<file path="src/rtl/mem_pkg.sv">
// Shared constants and types for the load/store MEM stage.
// Width codes follow the RISC-V funct3 encoding.
package mem_pkg;

    localparam logic [2:0] F3_B  = 3'b000;
    localparam logic [2:0] F3_H  = 3'b001;
    localparam logic [2:0] F3_W  = 3'b010;
    localparam logic [2:0] F3_D  = 3'b011;
    localparam logic [2:0] F3_BU = 3'b100;
    localparam logic [2:0] F3_HU = 3'b101;
    localparam logic [2:0] F3_WU = 3'b110;

    localparam logic [1:0] CAUSE_NONE     = 2'd0;
    localparam logic [1:0] CAUSE_MISALIGN = 2'd1;
    localparam logic [1:0] CAUSE_ILLEGAL  = 2'd2;
    localparam logic [1:0] CAUSE_TIMEOUT  = 2'd3;

    typedef enum logic {
        ST_IDLE,
        ST_WAIT
    } state_e;

    function automatic logic width_legal(input logic [2:0] f3,
                                         input int xlen);
        logic ok;
        ok = 1'b0;
        unique case (f3)
            F3_B, F3_H, F3_W, F3_BU, F3_HU: ok = 1'b1;
            F3_D, F3_WU:                    ok = (xlen == 64);
            default:                        ok = 1'b0;
        endcase
        return ok;
    endfunction

endpackage

</file>
<file path="src/rtl/lsu_align.sv">
// Combinational lane logic: byte enables, store replication,
// load extract/extend and alignment/width checks.
module lsu_align
    import mem_pkg::*;
#(
    parameter int XLEN = 32
) (
    input  logic [XLEN-1:0]   addr,
    input  logic [XLEN-1:0]   wdata,
    input  logic [XLEN-1:0]   rdata,
    input  logic [2:0]        funct3,
    output logic [XLEN/8-1:0] be,
    output logic [XLEN-1:0]   wdata_rep,
    output logic [XLEN-1:0]   load_data,
    output logic              misaligned,
    output logic              illegal
);

    localparam int NB = XLEN / 8;
    localparam int OW = $clog2(NB);

    logic [OW-1:0]   off;
    logic [XLEN-1:0] shifted;
    logic [XLEN-1:0] keep;
    logic [NB-1:0]   mask;
    logic            sbit;

    assign off = addr[OW-1:0];

    always_comb begin
        illegal    = !width_legal(funct3, XLEN);
        misaligned = 1'b0;
        mask       = '0;
        keep       = '0;
        sbit       = 1'b0;
        wdata_rep  = wdata;
        shifted    = rdata >> {off, 3'b000};
        unique case (funct3[1:0])
            2'd0: begin
                mask      = NB'(8'h01);
                keep      = XLEN'(64'hFF);
                sbit      = shifted[7];
                wdata_rep = {NB{wdata[7:0]}};
            end
            2'd1: begin
                mask       = NB'(8'h03);
                keep       = XLEN'(64'hFFFF);
                sbit       = shifted[15];
                wdata_rep  = {(NB/2){wdata[15:0]}};
                misaligned = addr[0];
            end
            2'd2: begin
                mask       = NB'(8'h0F);
                keep       = XLEN'(64'hFFFF_FFFF);
                sbit       = shifted[31];
                wdata_rep  = {(NB/4){wdata[31:0]}};
                misaligned = |addr[1:0];
            end
            default: begin
                mask       = NB'(8'hFF);
                keep       = '1;
                sbit       = shifted[XLEN-1];
                wdata_rep  = wdata;
                misaligned = |addr[2:0];
            end
        endcase
        be = mask << off;
        // funct3[2] selects zero extension
        load_data = (shifted & keep)
                  | (~keep & {XLEN{sbit & ~funct3[2]}});
    end

endmodule

</file>
<file path="src/rtl/mem_stage_lsu.sv">
// MEM stage: data-memory handshake FSM, timeout and MEM/WB register.
// Requests stay stable in WAIT from a snapshot taken at issue.
module mem_stage_lsu
    import mem_pkg::*;
#(
    parameter int XLEN    = 32,
    parameter int TIMEOUT = 0
) (
    input  logic              clk,
    input  logic              rst,
    input  logic              in_valid,
    input  logic [XLEN-1:0]   in_alu_out,
    input  logic [XLEN-1:0]   in_wdata,
    input  logic [4:0]        in_rd,
    input  logic              in_mem_read,
    input  logic              in_mem_write,
    input  logic [2:0]        in_funct3,
    input  logic              in_regwrite_en,
    input  logic [1:0]        in_wb_sel,
    output logic              mem_stall,
    output logic              dmem_req,
    output logic              dmem_we,
    output logic [XLEN/8-1:0] dmem_be,
    output logic [XLEN-1:0]   dmem_addr,
    output logic [XLEN-1:0]   dmem_wdata,
    input  logic              dmem_ack,
    input  logic [XLEN-1:0]   dmem_rdata,
    output logic              out_valid,
    output logic [4:0]        out_rd,
    output logic              out_regwrite_en,
    output logic [1:0]        out_wb_sel,
    output logic [XLEN-1:0]   out_alu_out,
    output logic [XLEN-1:0]   out_load_data,
    output logic              out_fault,
    output logic [1:0]        out_cause
);

    localparam int NB = XLEN / 8;
    localparam int OW = $clog2(NB);

    state_e          state_q, state_d;
    logic [31:0]     cnt_q, cnt_d;

    logic [XLEN-1:0] h_addr_q, h_addr_d;
    logic [XLEN-1:0] h_wdata_q, h_wdata_d;
    logic [2:0]      h_funct3_q, h_funct3_d;
    logic [4:0]      h_rd_q, h_rd_d;
    logic            h_we_q, h_we_d;
    logic            h_rwe_q, h_rwe_d;
    logic [1:0]      h_wb_sel_q, h_wb_sel_d;

    logic            ov_q, ov_d;
    logic [4:0]      ord_q, ord_d;
    logic            orwe_q, orwe_d;
    logic [1:0]      owbs_q, owbs_d;
    logic [XLEN-1:0] oalu_q, oalu_d;
    logic [XLEN-1:0] old_q, old_d;
    logic            oflt_q, oflt_d;
    logic [1:0]      ocause_q, ocause_d;

    logic            in_wait;
    logic [XLEN-1:0] cur_addr, cur_wdata;
    logic [2:0]      cur_funct3;
    logic [4:0]      cur_rd;
    logic            cur_we, cur_rwe;
    logic [1:0]      cur_wb_sel;

    logic [NB-1:0]   al_be;
    logic [XLEN-1:0] al_wdata, al_load;
    logic            al_mis, al_ill;

    logic            mem_op, tmo;
    logic            req, stall;
    logic            entry, capture, fault;
    logic [1:0]      cause;

    assign in_wait    = (state_q == ST_WAIT);
    assign cur_addr   = in_wait ? h_addr_q   : in_alu_out;
    assign cur_wdata  = in_wait ? h_wdata_q  : in_wdata;
    assign cur_funct3 = in_wait ? h_funct3_q : in_funct3;
    assign cur_rd     = in_wait ? h_rd_q     : in_rd;
    assign cur_we     = in_wait ? h_we_q     : in_mem_write;
    assign cur_rwe    = in_wait ? h_rwe_q    : in_regwrite_en;
    assign cur_wb_sel = in_wait ? h_wb_sel_q : in_wb_sel;

    lsu_align #(.XLEN(XLEN)) u_align (
        .addr       (cur_addr),
        .wdata      (cur_wdata),
        .rdata      (dmem_rdata),
        .funct3     (cur_funct3),
        .be         (al_be),
        .wdata_rep  (al_wdata),
        .load_data  (al_load),
        .misaligned (al_mis),
        .illegal    (al_ill)
    );

    assign mem_op = in_valid & (in_mem_read | in_mem_write);
    assign tmo    = (TIMEOUT > 0) && in_wait && !dmem_ack
                 && (cnt_q == 32'(TIMEOUT - 1));

    always_comb begin
        state_d    = state_q;
        cnt_d      = cnt_q;
        h_addr_d   = h_addr_q;
        h_wdata_d  = h_wdata_q;
        h_funct3_d = h_funct3_q;
        h_rd_d     = h_rd_q;
        h_we_d     = h_we_q;
        h_rwe_d    = h_rwe_q;
        h_wb_sel_d = h_wb_sel_q;
        req        = 1'b0;
        stall      = 1'b0;
        entry      = 1'b0;
        capture    = 1'b0;
        fault      = 1'b0;
        cause      = CAUSE_NONE;
        unique case (state_q)
            ST_IDLE: begin
                if (in_valid && !mem_op) begin
                    entry = 1'b1;
                end else if (mem_op && al_ill) begin
                    entry = 1'b1;
                    fault = 1'b1;
                    cause = CAUSE_ILLEGAL;
                end else if (mem_op && al_mis) begin
                    entry = 1'b1;
                    fault = 1'b1;
                    cause = CAUSE_MISALIGN;
                end else if (mem_op) begin
                    req = 1'b1;
                    if (dmem_ack) begin
                        entry   = 1'b1;
                        capture = 1'b1;
                    end else begin
                        stall      = 1'b1;
                        state_d    = ST_WAIT;
                        cnt_d      = '0;
                        h_addr_d   = in_alu_out;
                        h_wdata_d  = in_wdata;
                        h_funct3_d = in_funct3;
                        h_rd_d     = in_rd;
                        h_we_d     = in_mem_write;
                        h_rwe_d    = in_regwrite_en;
                        h_wb_sel_d = in_wb_sel;
                    end
                end
            end
            ST_WAIT: begin
                req = 1'b1;
                if (dmem_ack) begin
                    entry   = 1'b1;
                    capture = 1'b1;
                    state_d = ST_IDLE;
                end else if (tmo) begin
                    // faulting op retires, so upstream may advance
                    entry   = 1'b1;
                    fault   = 1'b1;
                    cause   = CAUSE_TIMEOUT;
                    state_d = ST_IDLE;
                end else begin
                    stall = 1'b1;
                    cnt_d = cnt_q + 32'd1;
                end
            end
            default: state_d = ST_IDLE;
        endcase

        ov_d     = entry;
        ord_d    = entry ? cur_rd : 5'd0;
        owbs_d   = entry ? cur_wb_sel : 2'd0;
        oalu_d   = entry ? cur_addr : '0;
        orwe_d   = entry & cur_rwe & ~fault;
        oflt_d   = fault;
        ocause_d = cause;
        old_d    = (capture && !cur_we) ? al_load : '0;
    end

    assign dmem_req   = req & ~rst;
    assign mem_stall  = stall & ~rst;
    assign dmem_we    = dmem_req & cur_we;
    assign dmem_be    = dmem_req ? al_be : '0;
    assign dmem_addr  = {cur_addr[XLEN-1:OW], {OW{1'b0}}};
    assign dmem_wdata = al_wdata;

    always_ff @(posedge clk or posedge rst) begin
        if (rst) begin
            state_q    <= ST_IDLE;
            cnt_q      <= '0;
            h_addr_q   <= '0;
            h_wdata_q  <= '0;
            h_funct3_q <= '0;
            h_rd_q     <= '0;
            h_we_q     <= 1'b0;
            h_rwe_q    <= 1'b0;
            h_wb_sel_q <= '0;
            ov_q       <= 1'b0;
            ord_q      <= '0;
            orwe_q     <= 1'b0;
            owbs_q     <= '0;
            oalu_q     <= '0;
            old_q      <= '0;
            oflt_q     <= 1'b0;
            ocause_q   <= '0;
        end else begin
            state_q    <= state_d;
            cnt_q      <= cnt_d;
            h_addr_q   <= h_addr_d;
            h_wdata_q  <= h_wdata_d;
            h_funct3_q <= h_funct3_d;
            h_rd_q     <= h_rd_d;
            h_we_q     <= h_we_d;
            h_rwe_q    <= h_rwe_d;
            h_wb_sel_q <= h_wb_sel_d;
            ov_q       <= ov_d;
            ord_q      <= ord_d;
            orwe_q     <= orwe_d;
            owbs_q     <= owbs_d;
            oalu_q     <= oalu_d;
            old_q      <= old_d;
            oflt_q     <= oflt_d;
            ocause_q   <= ocause_d;
        end
    end

    assign out_valid       = ov_q;
    assign out_rd          = ord_q;
    assign out_regwrite_en = orwe_q;
    assign out_wb_sel      = owbs_q;
    assign out_alu_out     = oalu_q;
    assign out_load_data   = old_q;
    assign out_fault       = oflt_q;
    assign out_cause       = ocause_q;

endmodule
</file>
<file path="config.mk">
export PLATFORM = sky130hd
export DESIGN_NAME = mem_stage_lsu
export DESIGN_NICKNAME = d
export VERILOG_FILES = /design/src/rtl/mem_pkg.sv /design/src/rtl/lsu_align.sv /design/src/rtl/mem_stage_lsu.sv
export SDC_FILE = /design/constraint.sdc
export NUM_CORES = 1
export LEC_CHECK = 0
export ABC_AREA = 1
export CAP_MARGIN = 20
export CORE_MARGIN = 2
export CORE_UTILIZATION = 50
export CTS_BUF_LIST = sky130_fd_sc_hd__clkbuf_16
export DETAILED_ROUTE_END_ITERATION = 16
export GPL_TIMING_DRIVEN = 0
export PLACE_DENSITY = 0.86
export REMOVE_ABC_BUFFERS = 1
export SETUP_SLACK_MARGIN = 0.05
export SKIP_CTS_REPAIR_TIMING = 1
export SLEW_MARGIN = 0
export SYNTH_ARGS = -nofsm -noshare
export SYNTH_HDL_FRONTEND = slang
export SYNTH_SLANG_ARGS = --single-unit
</file>
<file path="constraint.sdc">
create_clock -name clk -period 17.25 [get_ports clk]
set_input_delay 3.45 -clock clk [delete_from_list [all_inputs] [get_ports clk]]
set_output_delay 3.45 -clock clk [all_outputs]
set_load 0.03 [all_outputs]
</file>
Word level (Yosys, flattened, before mapping)
Index checks and enable logic that the tools add are counted.
Word-level totals
  input port bits: 113
  flip-flop bits (word level): 153
  output and inout port bits: 147
Operators by class
  bitwise logic cells: 20
  equality and inequality tests: 6
  reduce and logical (&&, ||, !) cells: 13
  shift operators: 2
  multiplexer cells: 47
Operators with widths (number)
  $mux 32: 4
  $pmux 32 s2: 2
  $and 32x32->32: 2
  $not 32->32: 1
  $or 32x32->32: 1
  $shr 32x5->32: 1
  $mux 1: 24
  $pmux 1 s2: 6
  $mux 5: 2
  $mux 2: 4
  $not 1->1: 8
  $pmux 4 s2: 1
  $and 1x1->1: 7
  $eq 3x3->1 const B: 2
  $reduce_and 6->1: 1
  $reduce_or 5->1: 1
  $logic_and 1x1->1: 4
  $mux 4: 1
  $pmux 2 s2: 1
  $shl 4x2->4: 1
  $eq 3x1->1 const B: 1
  $eq 3x2->1 const B: 1
  $logic_not 1->1: 3
  $logic_not 3->1: 1
  8 further kinds: 8

Longest topological paths before layout
Gate-level depths: netlist of run 1.
  word-level depth: 11
  gate-level depth with buffers: 15
  mapped depth without buffers: 11

Cells and area by module
A second synthesis of run 1 with hierarchy kept.
Unflattened totals
  cell total of the unflattened synthesis: 1077
  area total of the unflattened synthesis: 7913.8 um^2
By module, submodules not included
  mem_stage_lsu: area each 6732.7 um^2, seq. area each 3828.7 um^2, times used 1, cells each 814
  lsu_align: area each 1181.1 um^2, seq. area each 0.0 um^2, times used 1, cells each 263

Least setup slack after synthesis of run 1
OpenSTA, ideal clock, no wires.
  path type: input to output
  start: input port rst
  end: output port dmem_be[2]
  arrival time: 7.613 ns
  path slack: 6.187 ns
  stages on the path: 3
  data required time: 13.800 ns
  cell sequence: inv_1 -> nand2_2 -> a21oi_1
On the way
  word-level cells in the longest chain between the ends: 3
Ends and longest elaborated chain
  from (decl): RTL line mem_stage_lsu.sv:10  | input logic rst,
  $not 1->1: RTL line mem_stage_lsu.sv:179  | assign dmem_req = req & ~rst;
  $and 1x1->1: RTL line mem_stage_lsu.sv:179
  $mux 4: RTL line mem_stage_lsu.sv:182  | assign dmem_be = dmem_req ? al_be : '0;
  to (decl): RTL line mem_stage_lsu.sv:23  | output logic [XLEN/8-1:0] dmem_be,
Every way passes these cells.

Final worst setup path of run 1
  start: input port in_alu_out[0]
  end: output port dmem_be[2]
On the way
  word-level cells in the longest chain between the ends: 10
  elaborated cells on any way between the ends: 12
Ends and longest elaborated chain
  from (decl): RTL line mem_stage_lsu.sv:12  | input logic [XLEN-1:0] in_alu_out,
  $mux 32 (*): RTL line mem_stage_lsu.sv:78  | assign cur_addr = in_wait ? h_addr_q : in_alu_out;
  $reduce_or 3->1 / $reduce_or 2->1 (equally long branches): RTL line lsu_align.sv:64, lsu_align.sv:57
  $pmux 1 s3: RTL line lsu_align.sv:38  | unique case (funct3[1:0])
  $logic_and 1x1->1: RTL line mem_stage_lsu.sv:126  | end else if (mem_op && al_mis) begin
  $mux 1: RTL line mem_stage_lsu.sv:126
  $mux 1: RTL line mem_stage_lsu.sv:122  | end else if (mem_op && al_ill) begin
  $mux 1: RTL line mem_stage_lsu.sv:120  | if (in_valid && !mem_op) begin
  $pmux 1 s2: RTL line mem_stage_lsu.sv:118  | unique case (state_q)
  $and 1x1->1: RTL line mem_stage_lsu.sv:179
  $mux 4 (*): RTL line mem_stage_lsu.sv:182
Every way passes the cells marked *; elsewhere a longest branch is shown, timed or not.

==> impl_table.tex, run 1 <==
\begin{tabular}{lr}
\hline
Metric & Value \\
\hline
\multicolumn{2}{l}{\textbf{Floorplanning}} \\
Die span in x & 129 um \\
\# IOs & 260 \\
Height of the chip & 129 um \\
Initial cell density of the core & 51.2\% \\
DIE AREA & 0.0166 sq mm \\
Number of placement rows & 45 \\
Area inside the core boundary & 0.0153 sq mm \\
\multicolumn{2}{l}{\textbf{Drt}} \\
Total number of vias & 7841 \\
Violation count after the first detailed-routing iteration & 720 \\
Average routed wire per standard cell & 16.6 um \\
Post-detailed-route count of antenna-violating nets & 0 \\
Vias per inst & 5.46 \\
Detailed-router iteration count before antenna repair & 5 \\
Aggregate routed wire length & 23.8 mm \\
DRC viols & 0 \\
\multicolumn{2}{l}{\textbf{STA}} \\
Final count of hold timing violations & 0 \\
Max-slew violation total from the final report & 0 \\
WHS & 0.474 ns \\
Unrepaired setup endpoints after global routing & false \\
Achievable frequency & 97.4 MHz \\
Total setup violations reported at the end of the flow & 0 \\
Final sum of negative setup slack & 0 ns \\
Final Cycle Share & 59.5\% \\
Relative slew margins & 31.7\% \\
Layout Skew & 0.0125 ns \\
Fin crit period & 10.27 ns \\
Transition time at the pin with the least slew margin & 1.02 ns \\
\multicolumn{2}{l}{\textbf{Synthesis}} \\
Yosys warning total & 0 \\
Netlist area before placement & 0.00781 sq mm \\
Number of distinct library cells after synthesis & 32 \\
Synthesized area per cell & 7.78 sq um \\
Top post-synthesis cells by area & sky130\_fd\_sc\_hd\_\_dfrtp\_1 49\%, sky130\_fd\_sc\_hd\_\_nand2\_1 16\%, sky130\_fd\_sc\_hd\_\_nand4\_1 6.1\% \\
Part of the Yosys area used for sequential elements & 49.0\% \\
Cell type with the highest aggregate area in the netlist & sky130\_fd\_sc\_hd\_\_dfrtp\_1 \\
Yosys top cell area share & 49.0\% \\
FF+latch count, synth & 153 \\
Gate Count Post-Synth & 1004 \\
\multicolumn{2}{l}{\textbf{Critical path}} \\
Kind of start point of the critical path & primary input \\
Reg-to-reg startpoint & in\_wait \\
Critical path fanouts, max & 20 \\
Critical path origin & in\_alu\_out[0] \\
RR Endpoint & h\_addr\_q[6] \\
Cell depth of the worst flop-to-flop path & 12 \\
Worst setup path class & in -> out \\
Worst setup path end & dmem\_be[2] \\
Endpoint type of the worst setup path & primary output \\
Worst R2R Setup Slack & 13.19 ns \\
Required time of the critical path & 13.80 ns \\
Arrival time of data at the critical path endpoint & 6.82 ns \\
\multicolumn{2}{l}{\textbf{Clock network}} \\
TritonCTS Buffers & 17 \\
CTS max path bufs & 2 \\
Clock sink count & 153 \\
Number of H-tree levels & 4 \\
TritonCTS clock tree & done \\
Clk slew on worst S/H paths & 0.06 ns \\
CTS root buffer & sky130\_fd\_sc\_hd\_\_clkbuf\_16 \\
Clock network latency to the later pin of the worst-skew pair & 0.43 ns \\
\multicolumn{2}{l}{\textbf{GRT}} \\
Maximum number of pins on one net before global-route repair & 85 \\
Wire length of the first global-routing pass & 37.3 mm \\
Vias in the first global route & 7354 \\
Number of antenna violations at the first check in global routing & 0 \\
GRT Residual Overflow & 0 \\
Tot GR Track Use & 28.5\% \\
\multicolumn{2}{l}{\textbf{Placement}} \\
Detailed-placement wirelength estimate & 15.2 mm \\
Final Wtd Congestion & 0.825 \\
Cell total after placement & 1404 \\
Area after DPL & 0.0104 sq mm \\
Port Buf Inserts & 257 \\
\multicolumn{2}{l}{\textbf{Final layout}} \\
Cell Count, Final, Fillers Out & 1436 \\
Design Area, Final & 0.0109 sq mm \\
Core Util, Final & 71.5\% \\
Final-stage net count & 1325 \\
Count of inserted antenna diode cells & 0 \\
Most common library cell in the layout ignoring fill and taps & sky130\_fd\_sc\_hd\_\_nand2\_1 \\
Number of filler instances in the final layout & 1172 \\
Fraction of layout instances using a drive strength above 1 & 7.51\% \\
Synthesis-to-finish area growth & 39.8\% \\
Commonest cells after routing, fill and taps aside & 328 x sky130\_fd\_sc\_hd\_\_nand2\_1, 257 x sky130\_fd\_sc\_hd\_\_clkdlybuf4s50\_1, 152 x sky130\_fd\_sc\_hd\_\_dfrtp\_1, 98 x sky130\_fd\_sc\_hd\_\_nor2\_1, 83 x sky130\_fd\_sc\_hd\_\_o21ai\_0 \\
\multicolumn{2}{l}{\textbf{Job}} \\
Max-capacitance violation count & 0 \\
\multicolumn{2}{l}{\textbf{Power and ir drop}} \\
Cell leakage power & 0.00525 uW \\
Pwr dens & 126 mW/mm\^{}2 \\
Peak ir drop on the vdd network & 0.0749 mV \\
\multicolumn{2}{l}{\textbf{Outcome}} \\
Run status & finished clean \\
\multicolumn{2}{l}{\textbf{Hold path}} \\
Worst Hold Class & reg -> reg \\
\hline
\end{tabular}
-- logic make-up (layout without fill, tap and decap cells) --
group | Yosys count | in the layout | synth area share, %
buf+inv | 142 | 362 | 8.96
flops | 153 | 153 | 49.0
mux | 7 | 7 | 0.897
other cells | 1 | 2 | 0.0480
compound gates | 118 | 118 | 8.20
simple gates | 583 | 583 | 32.9
-- where the power goes --
group	internal (uW)	leakage (uW)	switching, uW
clock network	198	0.000270	153
registers	462	0.00198	54.8
logic	197	0.00300	312
total	857	0.00525	519
-- synth_stat cells, drive strengths merged --
cell type	instances
a21oi	4
a22o	2
a31oi	7
buf	47
clkbuf	28
clkinv	1
conb	1
dfrtp	153
inv	66
mux2i	7
nand2	339
nand3	36
nand4	77
nor2	101
o211ai	8
o21ai	96
o31ai	1
or2	30
-- cell type report --
| type | count | area (sq um) | area share (%) |
|---|---|---|---|
| repair buffers | 263 | 2710 | 24.8 |
| inverters | 67 | 259 | 2.37 |
| clock buffers | 17 | 425 | 3.90 |
| multi-input cells | 710 | 3300 | 30.2 |
| clock inverters | 15 | 124 | 1.14 |
| well taps | 211 | 264 | 2.42 |
| flip-flops and latches | 153 | 3830 | 35.1 |
-- routing by layer --
layer | vias to the layer above | GRT usage [%] | part of all wire (%)
met2 | 391 | 46.1 | 49
met5 | - | 0 | 0
met3 | 54 | 6.40 | 8.3
met4 | 0 | 12.5 | 2.8
li1 | 3666 | - | -
met1 | 3730 | 36.9 | 40
-- worst max-delay path, cell delays in order --
cell,delay (ns)
sky130_fd_sc_hd__clkdlybuf4s50_1,0.46
sky130_fd_sc_hd__inv_1,0.07
sky130_fd_sc_hd__nand2_1,0.08
sky130_fd_sc_hd__nand2_1,0.56
sky130_fd_sc_hd__nand2_1,0.42
sky130_fd_sc_hd__nand2_1,0.14
sky130_fd_sc_hd__nand2_1,0.09
sky130_fd_sc_hd__nand2_2,0.11
sky130_fd_sc_hd__nand2_2,0.07
sky130_fd_sc_hd__nand2_2,0.21
sky130_fd_sc_hd__nand2_2,0.18
sky130_fd_sc_hd__a21oi_1,0.25
sky130_fd_sc_hd__clkdlybuf4s50_1,0.72
-- how the worst min path moves through the flow --
stage,startpoint,end,slack [ns],depth (start not counted)
global placement,h_we_q,h_we_q,0.45,2
detailed placement,h_addr_q[23],h_addr_q[23],0.46,2
floorplan,h_we_q,h_we_q,0.44,2
finish,h_addr_q[23],h_addr_q[23],0.47,2
global route,h_addr_q[23],h_addr_q[23],0.49,2
CTS,h_addr_q[23],h_addr_q[23],0.48,2
-- stage by stage --
step | power (uW) | setup WS, ns
CTS | 1380 | 7.00
floorplan | 815 | 6.19
global placement | 1000 | 3.49
finish | 1380 | 6.98
detailed placement | 1030 | 7.02
global route | 1450 | 6.83
-- state kept, by name, indices dropped and copies added (netlist names) --
signal / count
h_rd_q: 5
out_valid: 1
out_cause: 2
out_alu_out: 32
out_wb_sel: 2
h_wdata_q: 32
out_load_data: 32
h_funct3_q: 3
h_wb_sel_q: 2
out_rd: 5
out_fault: 1
h_addr_q: 32
h_rwe_q: 1
out_regwrite_en: 1
in_wait: 1
h_we_q: 1
Power figures use the tool's default switching activity.
==> inputs of run 2 (changes only) <==
--- a/config.mk
+++ b/config.mk
@@ -8,11 +8,11 @@
 export ABC_AREA = 1
 export CAP_MARGIN = 20
 export CORE_MARGIN = 2
-export CORE_UTILIZATION = 50
+export CORE_UTILIZATION = 46
 export CTS_BUF_LIST = sky130_fd_sc_hd__clkbuf_16
 export DETAILED_ROUTE_END_ITERATION = 16
 export GPL_TIMING_DRIVEN = 0
-export PLACE_DENSITY = 0.86
+export PLACE_DENSITY = 0.8
 export REMOVE_ABC_BUFFERS = 1
 export SETUP_SLACK_MARGIN = 0.05
 export SKIP_CTS_REPAIR_TIMING = 1
==> constraint.sdc (replaced) <==
create_clock -name clk -period 10.21 [get_ports clk]
set_input_delay 2.042 -clock clk [delete_from_list [all_inputs] [get_ports clk]]
set_output_delay 2.042 -clock clk [all_outputs]
set_load 0.03 [all_outputs]
==> impl_table.tex, run 2 (synthesis results as in run 1) <==
\begin{tabular}{lr}
\hline
Metric & Value \\
\hline
\multicolumn{2}{l}{\textbf{Outcome}} \\
Run status & finished clean \\
\multicolumn{2}{l}{\textbf{GRT}} \\
Maximum number of pins on one net before global-route repair & 122 \\
Wire length of the first global-routing pass & 38.7 mm \\
Tot GR Track Use & 27.0\% \\
GRT Residual Overflow & 0 \\
Vias in the first global route & 7487 \\
Number of antenna violations at the first check in global routing & 1 \\
\multicolumn{2}{l}{\textbf{STA}} \\
Max-slew violation total from the final report & 0 \\
Layout Skew & 0.00848 ns \\
Relative slew margins & 29.7\% \\
Unrepaired setup endpoints after global routing & false \\
Transition time at the pin with the least slew margin & 1.05 ns \\
Total setup violations reported at the end of the flow & 0 \\
Achievable frequency & 136 MHz \\
Final Cycle Share & 71.8\% \\
Final count of hold timing violations & 0 \\
Fin crit period & 7.33 ns \\
Setup slack of the critical path after layout & 2.88 ns \\
\multicolumn{2}{l}{\textbf{Clock network}} \\
Clock network latency to the later pin of the worst-skew pair & 0.42 ns \\
CTS max path bufs & 2 \\
CTS root buffer & sky130\_fd\_sc\_hd\_\_clkbuf\_16 \\
TritonCTS clock tree & done \\
Number of H-tree levels & 4 \\
Clk slew on worst S/H paths & 0.06 ns \\
Clock sink count & 153 \\
TritonCTS Buffers & 17 \\
\multicolumn{2}{l}{\textbf{Critical path}} \\
Arrival time of data at the critical path endpoint & 5.29 ns \\
Cell depth of the worst flop-to-flop path & 12 \\
Worst R2R Setup Slack & 5.94 ns \\
Critical path fanouts, max & 20 \\
Crit-path cells & clkdlybuf4s50\_1 > inv\_1 > nand2\_1 > nand2\_1 > nand2\_1 > nand2\_1 > nand2\_1 > nand2\_2 > nand2\_2 > nand2\_2 > nand2\_2 > nor2\_1 > clkdlybuf4s50\_1 \\
Worst setup path end & dmem\_be[0] \\
RR Endpoint & h\_addr\_q[17] \\
Critical path origin & in\_alu\_out[0] \\
Reg-to-reg startpoint & in\_wait \\
Worst setup path class & in -> out \\
Endpoint type of the worst setup path & primary output \\
Cell with the largest stage delay on the worst path & sky130\_fd\_sc\_hd\_\_clkdlybuf4s50\_1 \\
Most common cell type on the critical path & sky130\_fd\_sc\_hd\_\_nand2\_1 \\
Required time of the critical path & 8.17 ns \\
Kind of start point of the critical path & primary input \\
Max stage delay on crit path & 0.70 ns \\
\multicolumn{2}{l}{\textbf{Drt}} \\
Vias per inst & 5.30 \\
Detailed-router iteration count before antenna repair & 5 \\
Post-detailed-route count of antenna-violating nets & 0 \\
Total number of vias & 7663 \\
Aggregate routed wire length & 24.0 mm \\
Average routed wire per standard cell & 16.6 um \\
DRC viols & 0 \\
Violation count after the first detailed-routing iteration & 570 \\
\multicolumn{2}{l}{\textbf{Floorplanning}} \\
Die span in x & 134 um \\
DIE AREA & 0.0180 sq mm \\
Height of the chip & 134 um \\
Initial cell density of the core & 47.1\% \\
Area inside the core boundary & 0.0166 sq mm \\
Number of placement rows & 47 \\
\# IOs & 260 \\
\multicolumn{2}{l}{\textbf{Final layout}} \\
Count of inserted antenna diode cells & 0 \\
Final-stage net count & 1325 \\
Synthesis-to-finish area growth & 40.0\% \\
Commonest cells after routing, fill and taps aside & 328 x sky130\_fd\_sc\_hd\_\_nand2\_1, 257 x sky130\_fd\_sc\_hd\_\_clkdlybuf4s50\_1, 152 x sky130\_fd\_sc\_hd\_\_dfrtp\_1, 98 x sky130\_fd\_sc\_hd\_\_nor2\_1, 83 x sky130\_fd\_sc\_hd\_\_o21ai\_0 \\
Cell Count, Final, Fillers Out & 1445 \\
Fraction of layout instances using a drive strength above 1 & 7.35\% \\
Number of filler instances in the final layout & 1389 \\
Design Area, Final & 0.0109 sq mm \\
Most common library cell in the layout ignoring fill and taps & sky130\_fd\_sc\_hd\_\_nand2\_1 \\
Core Util, Final & 65.9\% \\
\multicolumn{2}{l}{\textbf{Power and ir drop}} \\
Peak ir drop on the vdd network & 0.133 mV \\
Pwr dens & 212 mW/mm\^{}2 \\
Cell leakage power & 0.00526 uW \\
\multicolumn{2}{l}{\textbf{Placement}} \\
Final Wtd Congestion & 0.781 \\
Cell total after placement & 1413 \\
Area after DPL & 0.0104 sq mm \\
Post-Place Setup Slack & 2.87 ns \\
Detailed-placement wirelength estimate & 15.3 mm \\
Port Buf Inserts & 257 \\
\multicolumn{2}{l}{\textbf{Job}} \\
Max-capacitance violation count & 0 \\
\multicolumn{2}{l}{\textbf{Hold path}} \\
Worst Hold Class & reg -> reg \\
\hline
\end{tabular}
run 2: per-stage QoR:
stage | hold slack, ns | power [uW] | setup TNS [ns]
detailed placement | 0.458 | 1730 | 0
finish | 0.473 | 2320 | 0
global route | 0.490 | 2460 | 0
CTS | 0.475 | 2340 | 0
floorplan | 0.442 | 1380 | 0
global placement | 0.454 | 1700 | -2.63
run 2: final cells by class:
class / instances / area [sq um] / area share (%)
flip-flops and latches: 153 / 3830 / 35.1
clock inverters: 15 / 128 / 1.17
multi-input cells: 710 / 3300 / 30.2
repair buffers: 263 / 2710 / 24.8
clock buffers: 17 / 425 / 3.89
well taps: 220 / 275 / 2.52
inverters: 67 / 262 / 2.39
run 2: metal layers:
| metal | wire length (um) | part of all wire, % | vias to the layer above | GRT usage [%] |
|---|---|---|---|---|
| li1 | - | - | 3664 | - |
| met4 | 750 | 3.1 | 2 | 11.1 |
| met5 | 13 | 0.054 | - | 0 |
| met1 | 9780 | 41 | 3641 | 34.0 |
| met2 | 11400 | 48 | 298 | 43.5 |
| met3 | 2050 | 8.5 | 58 | 7.90 |
run 2: how the worst min path moves through the flow:
stage,cells past startpoint,slack (ns),endpoint,from
after floorplan,2,0.44,h_we_q,h_we_q
after global placement,2,0.45,h_addr_q[23],h_addr_q[23]
after detailed placement,2,0.46,h_addr_q[24],h_addr_q[24]
after CTS,2,0.47,h_addr_q[24],h_addr_q[24]
after global routing,2,0.49,h_addr_q[16],h_addr_q[16]
final,2,0.47,h_addr_q[24],h_addr_q[24]
run 2: worst max-delay path: cells and delay by family:
| kind | cells | cell delay [ns] |
|---|---|---|
| buffers and inverters | 3 | 1.23 |
| AND/OR/NAND/NOR | 10 | 1.99 |
run 2: power breakdown:
group,switching [uW],internal [uW]
clock,257,335
combinational,524,333
sequential,90.0,781
total,871,1450
==> inputs of run 3 (changes only) <==
==> constraint.sdc (replaced) <==
create_clock -name clk -period 7.05 [get_ports clk]
set_input_delay 1.41 -clock clk [delete_from_list [all_inputs] [get_ports clk]]
set_output_delay 1.41 -clock clk [all_outputs]
set_load 0.03 [all_outputs]
==> results of run 3 <==
Same layout as run 2 (identical final DEF). Status: finished clean.
Main changes from that run: setup slack after placement 2.87 ns -> 0.975 ns; setup slack after layout 2.88 ns -> 0.810 ns; start point of the critical path in_alu_out[0] -> in_wait; register-to-register setup slack 5.94 ns -> 2.78 ns; total power 2320 uW -> 3360 uW; worst IR drop on VDD 0.133 mV -> 0.192 mV
